==> src/rtl/mem_loader_if.sv <==
// rtl/mem_loader_if.sv - program-word stream and shared-memory port bundle for mem_loader
interface mem_loader_if #(
   parameter int WORD_SIZE = 16,
   parameter int ADDR_SIZE = 16
);
   logic                 in_valid;
   logic [WORD_SIZE-1:0] in_data;
   logic                 in_ready;
   logic                 mem_r_en;
   logic                 mem_w_en;
   logic [ADDR_SIZE-1:0] mem_addr;
   logic [WORD_SIZE-1:0] mem_w_data;
   logic [WORD_SIZE-1:0] mem_r_data;

   // master is the loader: it drives the memory port and accepts the stream
   modport master (
      input  in_valid, in_data, mem_r_data,
      output in_ready, mem_r_en, mem_w_en, mem_addr, mem_w_data
   );

   modport slave (
      output in_valid, in_data, mem_r_data,
      input  in_ready, mem_r_en, mem_w_en, mem_addr, mem_w_data
   );
endinterface

==> src/rtl/mem_loader.sv <==
// rtl/mem_loader.sv - streams a program image into shared memory, optionally verifies it
// by checksum readback, and holds the CPU halted until the image is good.
module mem_loader #(
   parameter int                   WORD_SIZE = 16,
   parameter int                   ADDR_SIZE = 16,
   parameter logic [ADDR_SIZE-1:0] BASE_ADDR = '0,
   parameter bit                   VERIFY    = 1'b1
) (
   input  logic                 clk,
   input  logic                 reset,
   input  logic                 start,
   input  logic [ADDR_SIZE-1:0] load_len,
   mem_loader_if.master         bus,
   output logic                 cpu_halt,
   output logic                 busy,
   output logic                 done,
   output logic                 error,
   output logic [ADDR_SIZE-1:0] words_loaded
);
   typedef enum logic [2:0] {
      S_IDLE,
      S_LOAD,
      S_RDBK,
      S_CHECK,
      S_DONE,
      S_ERROR
   } state_t;

   localparam logic [ADDR_SIZE-1:0] ONE = 1;

   state_t               state, state_n;
   logic [ADDR_SIZE-1:0] len;
   logic [ADDR_SIZE-1:0] idx;
   logic [ADDR_SIZE-1:0] rd_idx;
   logic [WORD_SIZE-1:0] wsum;
   logic [WORD_SIZE-1:0] rsum;
   logic                 rd_pend;
   logic                 go;
   logic                 hs;
   logic                 rd_issue;

   assign bus.in_ready = (state == S_LOAD);

   always_ff @(posedge clk or negedge reset) begin
      if (!reset) begin
         state <= S_IDLE;
      end else begin
         state <= state_n;
      end
   end

   always_comb begin
      state_n  = state;
      go       = 1'b0;
      hs       = 1'b0;
      rd_issue = 1'b0;
      case (state)
         S_IDLE, S_DONE, S_ERROR: begin
            if (start) begin
               go      = 1'b1;
               state_n = (load_len == '0) ? S_DONE : S_LOAD;
            end
         end
         S_LOAD: begin
            hs = bus.in_valid;
            if (hs && (idx + ONE == len)) begin
               state_n = VERIFY ? S_RDBK : S_DONE;
            end
         end
         S_RDBK: begin
            rd_issue = (rd_idx != len);
            // leave only after the last read has been issued and its data folded into rsum
            if ((rd_idx == len) && !bus.mem_r_en && !rd_pend) begin
               state_n = S_CHECK;
            end
         end
         S_CHECK: begin
            state_n = (rsum == wsum) ? S_DONE : S_ERROR;
         end
         default: begin
            state_n = S_IDLE;
         end
      endcase
   end

   always_ff @(posedge clk or negedge reset) begin
      if (!reset) begin
         len            <= '0;
         idx            <= '0;
         rd_idx         <= '0;
         wsum           <= '0;
         rsum           <= '0;
         rd_pend        <= 1'b0;
         words_loaded   <= '0;
         bus.mem_w_en   <= 1'b0;
         bus.mem_r_en   <= 1'b0;
         bus.mem_addr   <= '0;
         bus.mem_w_data <= '0;
         cpu_halt       <= 1'b1;
         busy           <= 1'b0;
         done           <= 1'b0;
         error          <= 1'b0;
      end else begin
         bus.mem_w_en <= 1'b0;
         bus.mem_r_en <= 1'b0;
         // read data arrives the cycle after mem_r_en, so track one pending beat
         rd_pend <= bus.mem_r_en;
         if (rd_pend) begin
            rsum <= rsum + bus.mem_r_data;
         end

         if (hs) begin
            bus.mem_w_en   <= 1'b1;
            bus.mem_addr   <= BASE_ADDR + idx;
            bus.mem_w_data <= bus.in_data;
            wsum           <= wsum + bus.in_data;
            idx            <= idx + ONE;
            words_loaded   <= words_loaded + ONE;
         end

         if (rd_issue) begin
            bus.mem_r_en <= 1'b1;
            bus.mem_addr <= BASE_ADDR + rd_idx;
            rd_idx       <= rd_idx + ONE;
         end

         if (go) begin
            len          <= load_len;
            idx          <= '0;
            rd_idx       <= '0;
            wsum         <= '0;
            rsum         <= '0;
            words_loaded <= '0;
         end

         // status outputs are registered images of the state being entered
         done     <= (state_n == S_DONE);
         error    <= (state_n == S_ERROR);
         cpu_halt <= (state_n != S_DONE);
         busy     <= (state_n == S_LOAD) || (state_n == S_RDBK) || (state_n == S_CHECK);
      end
   end
endmodule

==> src/flat_wrapper.sv <==
// flat-port wrapper written by rule: the top's interface ports become plain ports
module mem_loader_flat 
#(
   parameter int                   WORD_SIZE = 16,
   parameter int                   ADDR_SIZE = 16,
   parameter logic [ADDR_SIZE-1:0] BASE_ADDR = '0,
   parameter bit                   VERIFY    = 1'b1
)
  (clk, reset, start, load_len, cpu_halt, busy, done, error, words_loaded, bus_in_valid, bus_in_data, bus_mem_r_data, bus_in_ready, bus_mem_r_en, bus_mem_w_en, bus_mem_addr, bus_mem_w_data);
  mem_loader_if #(.WORD_SIZE(WORD_SIZE), .ADDR_SIZE(ADDR_SIZE)) bus_i ();
  input  logic clk;
  input  logic reset;
  input  logic start;
  input  logic [ADDR_SIZE-1:0] load_len;
  output logic cpu_halt;
  output logic busy;
  output logic done;
  output logic error;
  output logic [ADDR_SIZE-1:0] words_loaded;
  input wire logic [$bits(bus_i.in_valid)-1:0] bus_in_valid;
  input wire logic [$bits(bus_i.in_data)-1:0] bus_in_data;
  input wire logic [$bits(bus_i.mem_r_data)-1:0] bus_mem_r_data;
  output wire logic [$bits(bus_i.in_ready)-1:0] bus_in_ready;
  output wire logic [$bits(bus_i.mem_r_en)-1:0] bus_mem_r_en;
  output wire logic [$bits(bus_i.mem_w_en)-1:0] bus_mem_w_en;
  output wire logic [$bits(bus_i.mem_addr)-1:0] bus_mem_addr;
  output wire logic [$bits(bus_i.mem_w_data)-1:0] bus_mem_w_data;
  assign bus_i.in_valid = bus_in_valid;
  assign bus_i.in_data = bus_in_data;
  assign bus_i.mem_r_data = bus_mem_r_data;
  assign bus_in_ready = bus_i.in_ready;
  assign bus_mem_r_en = bus_i.mem_r_en;
  assign bus_mem_w_en = bus_i.mem_w_en;
  assign bus_mem_addr = bus_i.mem_addr;
  assign bus_mem_w_data = bus_i.mem_w_data;
  mem_loader #(.WORD_SIZE(WORD_SIZE), .ADDR_SIZE(ADDR_SIZE), .BASE_ADDR(BASE_ADDR), .VERIFY(VERIFY)) u_core (.clk(clk), .reset(reset), .start(start), .load_len(load_len), .bus(bus_i), .cpu_halt(cpu_halt), .busy(busy), .done(done), .error(error), .words_loaded(words_loaded));
endmodule
==> config.mk <==
export PLATFORM = sky130hd
export DESIGN_NAME = mem_loader_flat
export DESIGN_NICKNAME = d
export VERILOG_FILES = /design/src/rtl/mem_loader_if.sv /design/src/rtl/mem_loader.sv /design/src/flat_wrapper.sv
export SDC_FILE = /design/constraint.sdc
export NUM_CORES = 1
export LEC_CHECK = 0
export BUFFER_PORTS_ARGS = -buffer_cell sky130_fd_sc_hd__buf_2
export CORE_MARGIN = 3
export CORE_UTILIZATION = 53
export CTS_CLUSTER_SIZE = 8
export DETAILED_ROUTE_END_ITERATION = 8
export GPL_TIMING_DRIVEN = 0
export PLACE_DENSITY = 0.84
export SYNTH_ARGS = -nofsm -noshare
export SYNTH_HDL_FRONTEND = slang
export SYNTH_SLANG_ARGS = --single-unit
==> constraint.sdc <==
create_clock -name clk -period 3.2 [get_ports clk]
set_input_delay 0 -clock clk [delete_from_list [all_inputs] [get_ports clk]]
set_output_delay 0 -clock clk [all_outputs]
set_load 0.03 [all_outputs]
==> impl_results.md <==
- First-pass GRT wire length: 36,400 µm
- Crit path launch type: register
- CP endpoint: u_core.rsum[12]
- Routed wire per std cell: 18.0 µm
- Clock transition at the registers of the reported paths: ~0.060 ns
- Largest net degree at the start of global routing: 95
- Critical path class: register to register
- Post-route DRC: 0
- CTS H-Tree Depth: 4
- Tightest Pin Transition: 0.748 ns
- CTS tree: done
- Cell depth of the worst setup path: 11
- Post-synth EDFFs: 0
- Row count: 44
- Crit. Startpoint: u_core.rsum[0]
- Synth-to-layout area growth: 22.6%
- Core box area: 0.0146 mm²
- Yosys warnings: 0
- IO Pins: between 100 and 150
- Multiplexer share of the synthesized area: 0.0178
- Reg2reg setup slack: 0.53 ns
- Max Cap Viol: 0
- Max layer used: met4
- Async SR Flop Fraction: 1.00
- Initial DRC Count: 666
- Synth top area share: 0.428
- Fmax: 0.374 GHz
- Post-route ant nets: 0
- Fin. Hold Viols: 0
- Cells after Synth: 890
- FF+latch count, synth: 138
- Total GRT Usage: 0.277
- Crit-path slowest cell: dfrtp_1
- WP buf/inv: 1
- Clk sinks: 138
- Post-route minimum period: roughly 2.7 ns
- Total CTS buffers: 17
- Register area share after synthesis: 0.431
- Mapped Nets: 977
- Ranking of synthesized cells by area: dfrtp_1 (43%), nand2_1 (8.1%), xor2_1 (6.0%), xnor2_1 (5.7%), ha_1 (5.2%)
- Final setup vio count: 0
- Gates resized, CTS repair: 0
- Layout Utilization: 0.671
- Die width: 129 µm
- Die ar.: 0.0166 mm²
- Hold_buf cts: 36
- Nets: 1,139
- Clk buf depth: 2
- Vias in the first global route: 7,160
- Post-synthesis cell area: 0.00802 mm²
- Initial DRT Pass Iterations: 5
- CP Data Required Time: ~3.5 ns
- Share of post-route cells with drive strength above 1: 0.158
- Worst R2R Path Depth: 11
- Die height: roughly 130 µm
- PortBufs: 106
- Status: complete, no violations
- Root Driver: clkbuf_16
- Worst vdd ir: 0.443 mV
- RSZ-0062 raised after global routing: false
- Final WL: between 20,000 and 25,000 µm
- TNS Setup: 0 ns
- Clk Latency, worst-skew pair: between 0.4 and 0.5 ns
- Simple-gate share of the synthesized area: 0.207
- M1 WL: 9360 µm
- Met3 wire length: around 1800 µm
- Initial antenna violation count: 0
- Slew margin rel.: 0.502
- Count of cell types in the netlist: 64
- Vias per Instance: 5.83
- Critical path, cell by cell: ha_1 > inv_1 > fa_1 > nor2b_1 > o21a_1 > o21ai_0 > a221oi_1 > a211oi_1 > a21o_1 > xor2_1 > a21oi_1
- Setup bufs post-CTS: 0
- Main combinational cell family by area after synthesis: simple AND/OR/NAND/NOR gates
- Crit Reg-Reg Endpoint: u_core.rsum[12]
- CP peak stage delay: 0.43 ns
- Crit. End Element: register
- Crit-path leading delay family: compound AO/OA/AOI/OAI gates
- Detail Placement HPWL: 15,500 µm
- Routability cong.: 0.907
- PD cells: about 800 mW/mm²
- Leakage: 4.71 nW
- GRT overflow: 0
- Crit path DAT: 2.97 ns
- HP Class: primary input to asynchronous set/reset pin
- CP Max Fanout: 4
- Area leader, netlist: dfrtp_1
- Worst Clk Skew: 0.0115 ns
- Worst r2r src: u_core.rsum[0]
- Dominant synthesized flop cell: dfrtp_1
- WL met2: 10,700 µm
- Ant diodes: 0
- Initial core utilization: 0.547
- Synthesized-area fraction occupied by adder cells: 0.0565
- Final Max Slew Viols: 0
- Syn_area_per_cell: 9.01 µm²
- Fin crit share: 0.836
- XOR/XNOR share of the synthesized area: 0.117
- Post-synthesis compound-gate area fraction: 0.142
- Vias post-DR: roughly 7.3k
[logic make-up (layout without fill, tap and decap cells)]
group | count (synthesis) | in the layout
compound gates | 177 | 177
xor+xnor | 107 | 107
fa+ha+maj | 35 | 35
buf+inv | 56 | 231
flops | 138 | 138
mux | 14 | 14
simple gates | 363 | 363
[power breakdown]
| part | leakage [nW] | internal [W] | switching [W] |
|---|---|---|---|
| Sequential | 1.81 | 0.00215 | 0.000548 |
| Combinational | 2.58 | 0.00110 | 0.00171 |
| Clock | 0.313 | 0.00141 | 0.000798 |
[Yosys cell counts (all sizes together), types with 4 or more instances]
library cell	number
nand2	174
or3	4
xnor2	52
inv	17
xor2	55
nand3b	7
mux2i	12
ha	33
o21a	8
nor4	11
and3	9
nand3	23
o31ai	9
nor2b	6
a211oi	5
nand4	15
clkbuf	20
nand2b	7
a22oi	11
o21ai	67
a21o	10
a31oi	4
buf	19
nor2	82
and2	7
a21oi	37
a22o	5
dfrtp	137
nor3	8
and4	4
[worst register-to-register path, stage by stage (launching register included)]
cell      delay (ns)
dfrtp_1         0.43
ha_1            0.24
inv_1           0.08
fa_1            0.20
nor2b_1         0.06
o21a_1          0.17
o21ai_0         0.38
a221oi_1        0.15
a211oi_1        0.43
a21o_1          0.19
xor2_1          0.14
a21oi_1         0.08
[worst min-delay path by stage]
stage / start / end / slack [ns]
after detailed placement: reset / u_core.bus.mem_addr[8] / -0.05
after floorplan: reset / u_core.bus.mem_addr[0] / -0.30
after global routing: reset / u_core.bus.mem_addr[9] / 0.10
final: reset / u_core.bus.mem_addr[8] / 0.05
after CTS: reset / u_core.bus.mem_addr[9] / 0.07
after global placement: load_len[2] / u_core.len[2] / 0.21
[cells in the final DEF (no fill, tap or decap), types with 7 or more instances in the layout]
cell and n:
nor2_1 80, and2_1 7, clkbuf_16 17, nand2_1 174, o21a_1 8, a21oi_1 37, buf_2 113, nand4_1 14
clkbuf_1 20, ha_1 33, nor3_1 7, o21ai_0 67, a22oi_1 11, and3_1 7, buf_1 10, nand3b_1 7
dlygate4sd3_1 36, xnor2_1 52, a21o_1 10, inv_1 16, o31ai_1 8, xor2_1 55, dfrtp_1 137, mux2i_1 12
nand3_1 22, nor4_1 11
[layout make-up]
type | count | area [µm²]
fillers | 1100 | 4820
multi-input cells | 696 | 4330
flip-flops and latches | 138 | 3450
repair buffers | 143 | 925
clock buffers | 18 | 439
well taps | 184 | 230
clock inverters | 14 | 218
plain buffers | 39 | 164
inverters | 17 | 63.8
[flip-flops by register name, summed over array words and instances, names as in the netlist, 3 cells and up]
signal	count
u_core.idx	16
u_core.words_loaded	16
u_core.len	16
u_core.rd_idx	16
u_core.bus.mem_addr	16
u_core.state	3
u_core.bus.mem_w_data	16
u_core.rsum	16
u_core.wsum	16
[per-layer routing]
| layer | track usage | up-vias |
|---|---|---|
| met1 | 0.372 | 3505 |
| met2 | 0.439 | 317 |
| li1 | - | 3397 |
| met3 | 0.0648 | 62 |
| met4 | 0.107 | 0 |
| met5 | 0 | - |
[through the flow]
| step | area [µm²] | instances | setup WS, ns | hold slack (ns) | total power [W] |
|---|---|---|---|---|---|
| final | 9830 | 1249 | 0.526 | 0.0525 | 0.00771 |
| after floorplan | 8020 | 890 | 0.865 | -0.296 | 0.00455 |
| after detailed placement | 8810 | 1181 | 0.558 | -0.0487 | 0.00538 |
| after global routing | 9830 | 1249 | 0.275 | 0.104 | 0.00811 |
| after global placement | 8780 | 1180 | 0.233 | 0.211 | 0.00526 |
| after CTS | 9830 | 1249 | 0.536 | 0.0707 | 0.00765 |
(Power assumes the default switching activity.)
